--- src/rtl/moonbase_bus_pkg.sv ---
// Shared types and bus encoding for the moonbase external bus arbiter.
// The 8-bit bus word matches the CPU core's latch/SRAM wiring.
package moonbase_bus_pkg;

  typedef enum logic [1:0] {
    IDLE = 2'd0,
    ADDR = 2'd1,
    XFER = 2'd2
  } state_t;

  localparam logic [7:0] BUS_IDLE = 8'h70;

  localparam int STROBE    = 7;
  localparam int SPACE     = 6;
  localparam int WR_RAM_N  = 5;
  localparam int WR_DATA_N = 4;

  typedef struct packed {
    logic       we;
    logic       dev;
    logic       space;
    logic [6:0] addr;
    logic [3:0] wdata;
  } xact_t;

  // Data-phase bus word; both write strobes stay high on reads.
  function automatic logic [7:0] xfer_bus(input xact_t x);
    logic [7:0] b;
    b            = '0;
    b[SPACE]     = x.space;
    b[WR_RAM_N]  = x.we ? x.dev : 1'b1;
    b[WR_DATA_N] = x.we ? ~x.dev : 1'b1;
    b[3:0]       = x.wdata;
    return b;
  endfunction

endpackage

--- src/rtl/moonbase_rr_pick.sv ---
// Two-way requester pick: round-robin against last winner or fixed r0 priority.
// The requester being acked this cycle is masked out so it cannot win twice.
module moonbase_rr_pick (
  input  logic [1:0] req,
  input  logic       last,
  input  logic       rr,
  input  logic [1:0] exclude,
  output logic       win_valid,
  output logic       win_idx
);

  logic [1:0] cand;

  always_comb begin
    cand      = req & ~exclude;
    win_valid = |cand;
    win_idx   = 1'b0;
    if (cand == 2'b11) begin
      win_idx = rr ? ~last : 1'b0;
    end else begin
      win_idx = cand[1];
    end
  end

endmodule

--- src/rtl/moonbase_bus_arbiter.sv ---
// Arbitrates the multiplexed external bus between r0 and r1, sequencing each
// transaction as an address strobe followed by a read or timed write phase.
module moonbase_bus_arbiter
  import moonbase_bus_pkg::*;
#(
  parameter bit RR        = 1'b1,
  parameter int WR_CYCLES = 1
) (
  input  logic       clk,
  input  logic       reset,
  input  logic       r0_req,
  input  logic       r0_we,
  input  logic       r0_dev,
  input  logic       r0_space,
  input  logic [6:0] r0_addr,
  input  logic [3:0] r0_wdata,
  output logic       r0_ack,
  output logic [3:0] r0_rdata,
  input  logic       r1_req,
  input  logic       r1_we,
  input  logic       r1_dev,
  input  logic       r1_space,
  input  logic [6:0] r1_addr,
  input  logic [3:0] r1_wdata,
  output logic       r1_ack,
  output logic [3:0] r1_rdata,
  input  logic [3:0] ram_in,
  input  logic [1:0] dev_in,
  output logic [7:0] bus_out,
  output logic [1:0] grant,
  output logic       busy
);

  localparam logic [1:0] WR_LOAD = 2'(WR_CYCLES - 1);

  state_t     state_q, state_d;
  xact_t      xact_q, r0_x, r1_x, win_x;
  logic       owner_q, last_q;
  logic [1:0] wcnt_q;
  logic       xfer_last, arb_en, win_valid, win_idx;
  logic [1:0] ack_vec;
  logic [3:0] rd_data;

  assign r0_x = {r0_we, r0_dev, r0_space, r0_addr, r0_wdata};
  assign r1_x = {r1_we, r1_dev, r1_space, r1_addr, r1_wdata};

  assign xfer_last = (state_q == XFER) && (!xact_q.we || (wcnt_q == 2'd0));
  assign ack_vec   = xfer_last ? (owner_q ? 2'b10 : 2'b01) : 2'b00;
  assign arb_en    = (state_q == IDLE) || xfer_last;

  moonbase_rr_pick u_pick (
    .req      ({r1_req, r0_req}),
    .last     (last_q),
    .rr       (RR),
    .exclude  (ack_vec),
    .win_valid(win_valid),
    .win_idx  (win_idx)
  );

  assign win_x = win_idx ? r1_x : r0_x;

  always_comb begin
    state_d = state_q;
    unique case (state_q)
      IDLE:    if (win_valid) state_d = ADDR;
      ADDR:    state_d = XFER;
      XFER:    if (xfer_last) state_d = win_valid ? ADDR : IDLE;
      default: state_d = IDLE;
    endcase
  end

  // Fields are captured only at a win, so requesters may change them after ack.
  always_ff @(posedge clk or posedge reset) begin
    if (reset) begin
      state_q <= IDLE;
      owner_q <= 1'b0;
      last_q  <= 1'b1;
      xact_q  <= '0;
      wcnt_q  <= 2'd0;
    end else begin
      state_q <= state_d;
      if (arb_en && win_valid) begin
        xact_q  <= win_x;
        owner_q <= win_idx;
        last_q  <= win_idx;
      end
      if (state_q == ADDR) begin
        wcnt_q <= WR_LOAD;
      end else if ((state_q == XFER) && (wcnt_q != 2'd0)) begin
        wcnt_q <= wcnt_q - 2'd1;
      end
    end
  end

  always_comb begin
    bus_out = BUS_IDLE;
    unique case (state_q)
      ADDR: begin
        bus_out         = {1'b0, xact_q.addr};
        bus_out[STROBE] = 1'b1;
      end
      XFER:    bus_out = xfer_bus(xact_q);
      default: bus_out = BUS_IDLE;
    endcase
  end

  assign busy  = (state_q != IDLE);
  assign grant = busy ? (owner_q ? 2'b10 : 2'b01) : 2'b00;

  // Read data passes straight through from the external parts during the ack cycle.
  assign rd_data  = xact_q.dev ? {2'b00, dev_in} : ram_in;
  assign r0_ack   = ack_vec[0];
  assign r1_ack   = ack_vec[1];
  assign r0_rdata = (ack_vec[0] && !xact_q.we) ? rd_data : 4'h0;
  assign r1_rdata = (ack_vec[1] && !xact_q.we) ? rd_data : 4'h0;

endmodule
--- config.mk ---
export PLATFORM = sky130hd
export DESIGN_NAME = moonbase_bus_arbiter
export DESIGN_NICKNAME = d
export VERILOG_FILES = /design/src/rtl/moonbase_bus_pkg.sv /design/src/rtl/moonbase_rr_pick.sv /design/src/rtl/moonbase_bus_arbiter.sv
export SDC_FILE = /design/constraint.sdc
export NUM_CORES = 1
export LEC_CHECK = 0
export CAP_MARGIN = 20
export CORE_MARGIN = 2
export CORE_UTILIZATION = 31
export CTS_CLUSTER_DIAMETER = 50
export DETAILED_ROUTE_END_ITERATION = 10
export PLACE_DENSITY = 0.66
export RECOVER_POWER = 50
export SLEW_MARGIN = 10
export SYNTH_ARGS = -nofsm -noshare
export SYNTH_HDL_FRONTEND = slang
export SYNTH_SLANG_ARGS = --single-unit
--- constraint.sdc ---
create_clock -name clk -period 1.9 [get_ports clk]
set_input_delay 0.38 -clock clk [delete_from_list [all_inputs] [get_ports clk]]
set_output_delay 0.38 -clock clk [all_outputs]
set_load 0.01 [all_outputs]
Word level (Yosys, flattened, before mapping)
Index checks and enable logic that the tools add are counted.

storage, ports and cells
  bits of input ports = 38
  output and inout port bits = 21
  logic and storage cells = 51
  register bits = 20

cells by class
  reduce and logical (&&, ||, !) cells = 15
  mux-type cells = 17
  bitwise logic cells = 4
  eq/ne operators = 5
  add/subtract/negate cells = 1

operators by type and width
  cell                 count
  $pmux 8 s2           1
  $mux 14              1
  $mux 2               7
  $mux 4               3
  $pmux 2 s3           1
  $reduce_bool 2->1    3
  $logic_and 1x1->1    5
  $eq 2x2->1 const B   2
  $logic_not 2->1      2
  $mux 1               4
  $ne 2x2->1 const B   2
  $and 2x2->2          1
  $eq 2x1->1 const B   1
  $logic_or 1x1->1     2
  $not 1->1            2
  $not 2->2            1
  $reduce_and 2->1     1
  $reduce_or 2->1      1
  $sub 2x1->2 const B  1
  $logic_not 1->1      1

Logic depth before layout (Yosys ltp)
  depth in word-level cells = 10
  mapped depth = 8
  depth with buffers taken out = 6

By module
Synthesis repeated with hierarchy kept, for this count alone.

unflattened totals
  cell total of the unflattened synthesis = 127
  area, all modules = 1363.8 µm²

modules (own cells, without submodules)
  module                area an instance (µm²)  cells each  sequential area each (µm²)  instances
  moonbase_bus_arbiter  1332.5                  121         501.7                       1
  moonbase_rr_pick      31.3                    6           0.0                         1

Worst setup path before layout
OpenSTA, ideal clock, no wires.

  path kind = reg-to-output
  start = register state_q[0]
  end = output port r0_rdata[0]
  arrival = 1616 ps
  buffers on the path = 2
  setup slack = -96 ps
  data required time = 1520 ps
  cell stages (with the launch flop) = 8
  cells stage by stage = dfrtp_1 > inv_1 > ha_1 > buf_2 > buf_2 > nand2_1 > or2_2 > nor3_1

between the ends
  word-level cells in the longest chain between the ends = 5

ends and longest elaborated chain
  what                    line                         text
  from (decl)             moonbase_bus_arbiter.sv:36   state_t state_q, state_d;
  from (signal assigned)  moonbase_bus_arbiter.sv:81   state_q <= state_d;
  $eq 2x2->1              moonbase_bus_arbiter.sv:47   assign xfer_last = (state_q == XFER) && (!xact_q.we || (wcnt_q == 2'd0));
  $logic_and 1x1->1       moonbase_bus_arbiter.sv:47
  $mux 2                  moonbase_bus_arbiter.sv:48   assign ack_vec = xfer_last ? (owner_q ? 2'b10 : 2'b01) : 2'b00;
  $logic_and 1x1->1       moonbase_bus_arbiter.sv:114  assign r0_rdata = (ack_vec[0] && !xact_q.we) ? rd_data : 4'h0;
  $mux 4                  moonbase_bus_arbiter.sv:114
  to (decl)               moonbase_bus_arbiter.sv:18   output logic [3:0] r0_rdata,

Every way passes these cells.

Final worst setup path
  start = register wcnt_q[1]
  end = output port r0_rdata[0]

between the ends
  word-level cells in the longest chain between the ends = 6

ends and longest elaborated chain
  what                    line                         text
  from (decl)             moonbase_bus_arbiter.sv:39   logic [1:0] wcnt_q;
  from (signal assigned)  moonbase_bus_arbiter.sv:90   wcnt_q <= wcnt_q - 2'd1;
  $logic_not 2->1         moonbase_bus_arbiter.sv:47
  $logic_or 1x1->1        moonbase_bus_arbiter.sv:47
  $logic_and 1x1->1       moonbase_bus_arbiter.sv:47
  $mux 2                  moonbase_bus_arbiter.sv:48
  $logic_and 1x1->1       moonbase_bus_arbiter.sv:114
  $mux 4                  moonbase_bus_arbiter.sv:114

Every way passes these cells.

==> results.cfg <==
[outcome]
status = complete, but fails checks
violations = setup timing

[grt]
grt-ovfl-total = 0
grt_pass1_wl_microns = 7130
antenna_found_initial = 0
grt_util_all_layers_pct = 17.6
grt_max_degree = 17
first_global_vias = 1474

[synthesis]
synth-seq-area-share_pct = 36.5
synth_async_sr_flop_share_pct = 100
yosysMostFrequentCell = dfrtp_1
synth_top_cell_by_area = dfrtp_1
netlist_area_sq_um = 1370
yosysUniqueCellTypes = 33
syn_avg_cell_area_sq_um = 8.23
postSynthCellCount = 167
yosys-top-cells-area = dfrtp_1, a31oi_1, nand3_1, a21oi_1, o21ai_0
dominantRegCellSynth = dfrtp_1
post-synth-top-area-fraction_pct = 34.6
synth_edf_count = 0
syn_nets = 210
ys_ff_latch = 20
synthTopCellsByCount = dfrtp_1, nand3_1, a21oi_1, a31oi_1, o21ai_0
yosys_warnings = 0

[route]
first_pass_iters = 4
routed_wl_microns = 4480
num_vias = 1559
drt_iter0_drc = 81
drc_errors = 0
via_per_inst = 5.13
wire_per_inst_microns = 14.7
drtAntennaViolNets = 0

[timing]
clock.fmax_mhz = 513
setup_viol = 6
final-hold-violation-count = 0
slew_headroom_pct = 64.5
slew_viol_final = 0
rsz0062_at_grt = yes
clock_skew_ns = 0.00105
setup_slack_ns = -0.0510
period_minus_slack_ns = 1.95
timing.final.crit_share_pct = 103
tightest_slew_ns = 0.532

[final_layout]
n_antenna_cell = 0
design_area_sq_um = 2390
final-instance-count-excl-fill = 304
fin_nets = 296
syn2layout_area_growth_pct = 73.8
nFillCells = 428
drive_above_1_share_pct = 35.7

[power_and_ir_drop]
p_leak_nw = 1.04
peakVddDrop_mv = 0.589
p_per_area_nw_per_um2 = 1390

[clocking]
clkTransAtPathRegs_ns = 0.08
cts_tree = done
cts-buffers-inserted = 3
htreeDepth = 1
cts_root_buffer = clkbuf_8
clk_latency_ns = 0.26
cts.sinks = 20
cts.path.max_buffers = 2

[flow_run]
maxCapViolCount = 0

[worst_setup_path]
crit_end = r0_rdata[0]
r2r-start = state_q[0]$_DFFE_PP0P_
worstPathArrival_ns = 1.57
path_max_fanout = 5
critPathCaptureType = output port
critPathKind = reg2out
r2r_setup_slack_ns = -0.02
start_kind = flip-flop
worstPathRequired_ns = 1.52
critPathLaunch = wcnt_q[1]$_DFFE_PP0P_
r2r_end = state_q[1]$_DFFE_PP0P_
reg2reg_depth = 9

[worst_hold_path]
worstHoldPathType = in2async

[floorplan]
pin_count = 59
core_area_sq_um = 4320
placementRows = 24
start_util_pct = 31.8
fp.dieW_microns = 70.6
fp.dieH_microns = 70.6
dieArea_sq_um = 4980

[place]
dpl.hpwl_microns = 3080
dp.cells = 285
port_buffers = 58
postPlaceCellArea_sq_um = 2140
gp_congestion = 0.780
[repair_timing]
item / in CTS / in global routing
buffers inserted: 6 / 6
endpoints found under the setup margin: 21 / 31
hold buffers: 0 / 0
cloned: 1 / 2
resized for setup: 81 / 35
pin swaps: 3 / 10
[registers in the layout, summed over array words and instances, names as in the netlist]
register and count:
wcnt_q 2, xact_q 14, state_q 2, owner_q 1, last_q 1
[worst min path at each step]
stage / slack [ns] / end / cells after the start / startpoint
detailed placement: 0.54 / xact_q[3]$_DFFE_PP0P_ / 2 / xact_q[3]$_DFFE_PP0P_
floorplan: 0.34 / owner_q$_DFFE_PP0P_ / 1 / reset
global placement: 0.53 / xact_q[5]$_DFFE_PP0P_ / 2 / xact_q[5]$_DFFE_PP0P_
global route: 0.60 / state_q[1]$_DFFE_PP0P_ / 2 / reset
CTS: 0.44 / xact_q[13]$_DFFE_PP0P_ / 2 / reset
finish: 0.55 / state_q[0]$_DFFE_PP0P_ / 2 / reset
[final cells by class]
type                            instances  area (sq um)  share of cell area (%)
Clock buffer                            4          45.0                    1.89
Sequential cell                        20           502                    21.0
Multi-Input combinational cell        125           927                    38.8
Tap cell                               52          65.1                    2.73
Timing Repair Buffer                   94           815                    34.1
Inverter                                9          33.8                    1.42
[cells by family (layout without fill, tap and decap cells)]
logic type | after synthesis | count (layout) | share of synthesized area (%)
AOI/OAI and AO/OA | 59 | 59 | 27.3
xor gates and xnor gates | 1 | 1 | 0.638
adders and majority gates | 5 | 5 | 4.55
buffers and inverters | 23 | 107 | 8.47
DFF | 20 | 20 | 36.5
muxes | 4 | 4 | 3.28
and+or+nand+nor | 55 | 56 | 19.2
[per-layer routing]
metal,GRT usage [%],vias to the layer above,share of wire (%)
met5,0,-,0
met3,2.28,4,5.6
met4,3.77,0,0.67
met2,31.4,63,51
li1,-,766,-
met1,22.8,726,42
[per-stage QoR]
stage	TNS, ns	setup WS (ns)	hold WS [ns]	utilization [%]	total power [mW]
floorplan	0	0.00735	0.343	-	1.93
CTS	-0.178	-0.0883	0.443	51.4	3.06
detailed placement	-2.63	-0.308	0.538	49.4	2.72
finish	-0.158	-0.0510	0.551	55.2	3.32
global placement	-2.13	-0.249	0.532	49.4	2.69
global route	-1.04	-0.127	0.599	55.2	3.56
[where the power goes]
group / leakage, nW / internal, mW / switching, mW
combinational: 0.782 / 1.09 / 1.14
sequential: 0.233 / 0.634 / 0.153
clock: 0.0228 / 0.150 / 0.152
[cell usage in the layout, fill, tap and decap left out, types with 3 or more instances in the layout]
master	netlist	layout
a21oi_1	14	13
a22oi_2	0	5
a31oi_1	14	14
buf_2	6	15
buf_4	2	22
buf_6	2	11
clkbuf_8	0	3
clkdlybuf4s50_1	0	36
dfrtp_1	19	19
dlygate4sd2_1	0	4
ha_4	0	4
inv_1	9	5
inv_2	0	4
mux2i_1	3	3
nand2_1	12	10
nand3_1	17	16
nor2_1	12	10
nor2b_1	6	5
o21ai_0	14	14
[critical path, cell delays in order (launching register included)]
cell and delay, ns:
dfrtp_1 0.40, inv_2 0.08, ha_4 0.13, nand2b_4 0.12, nand2_2 0.05, or2_4 0.28
nor3_4 0.10, buf_2 0.15
No activity file was read; power rests on OpenSTA's default activity.
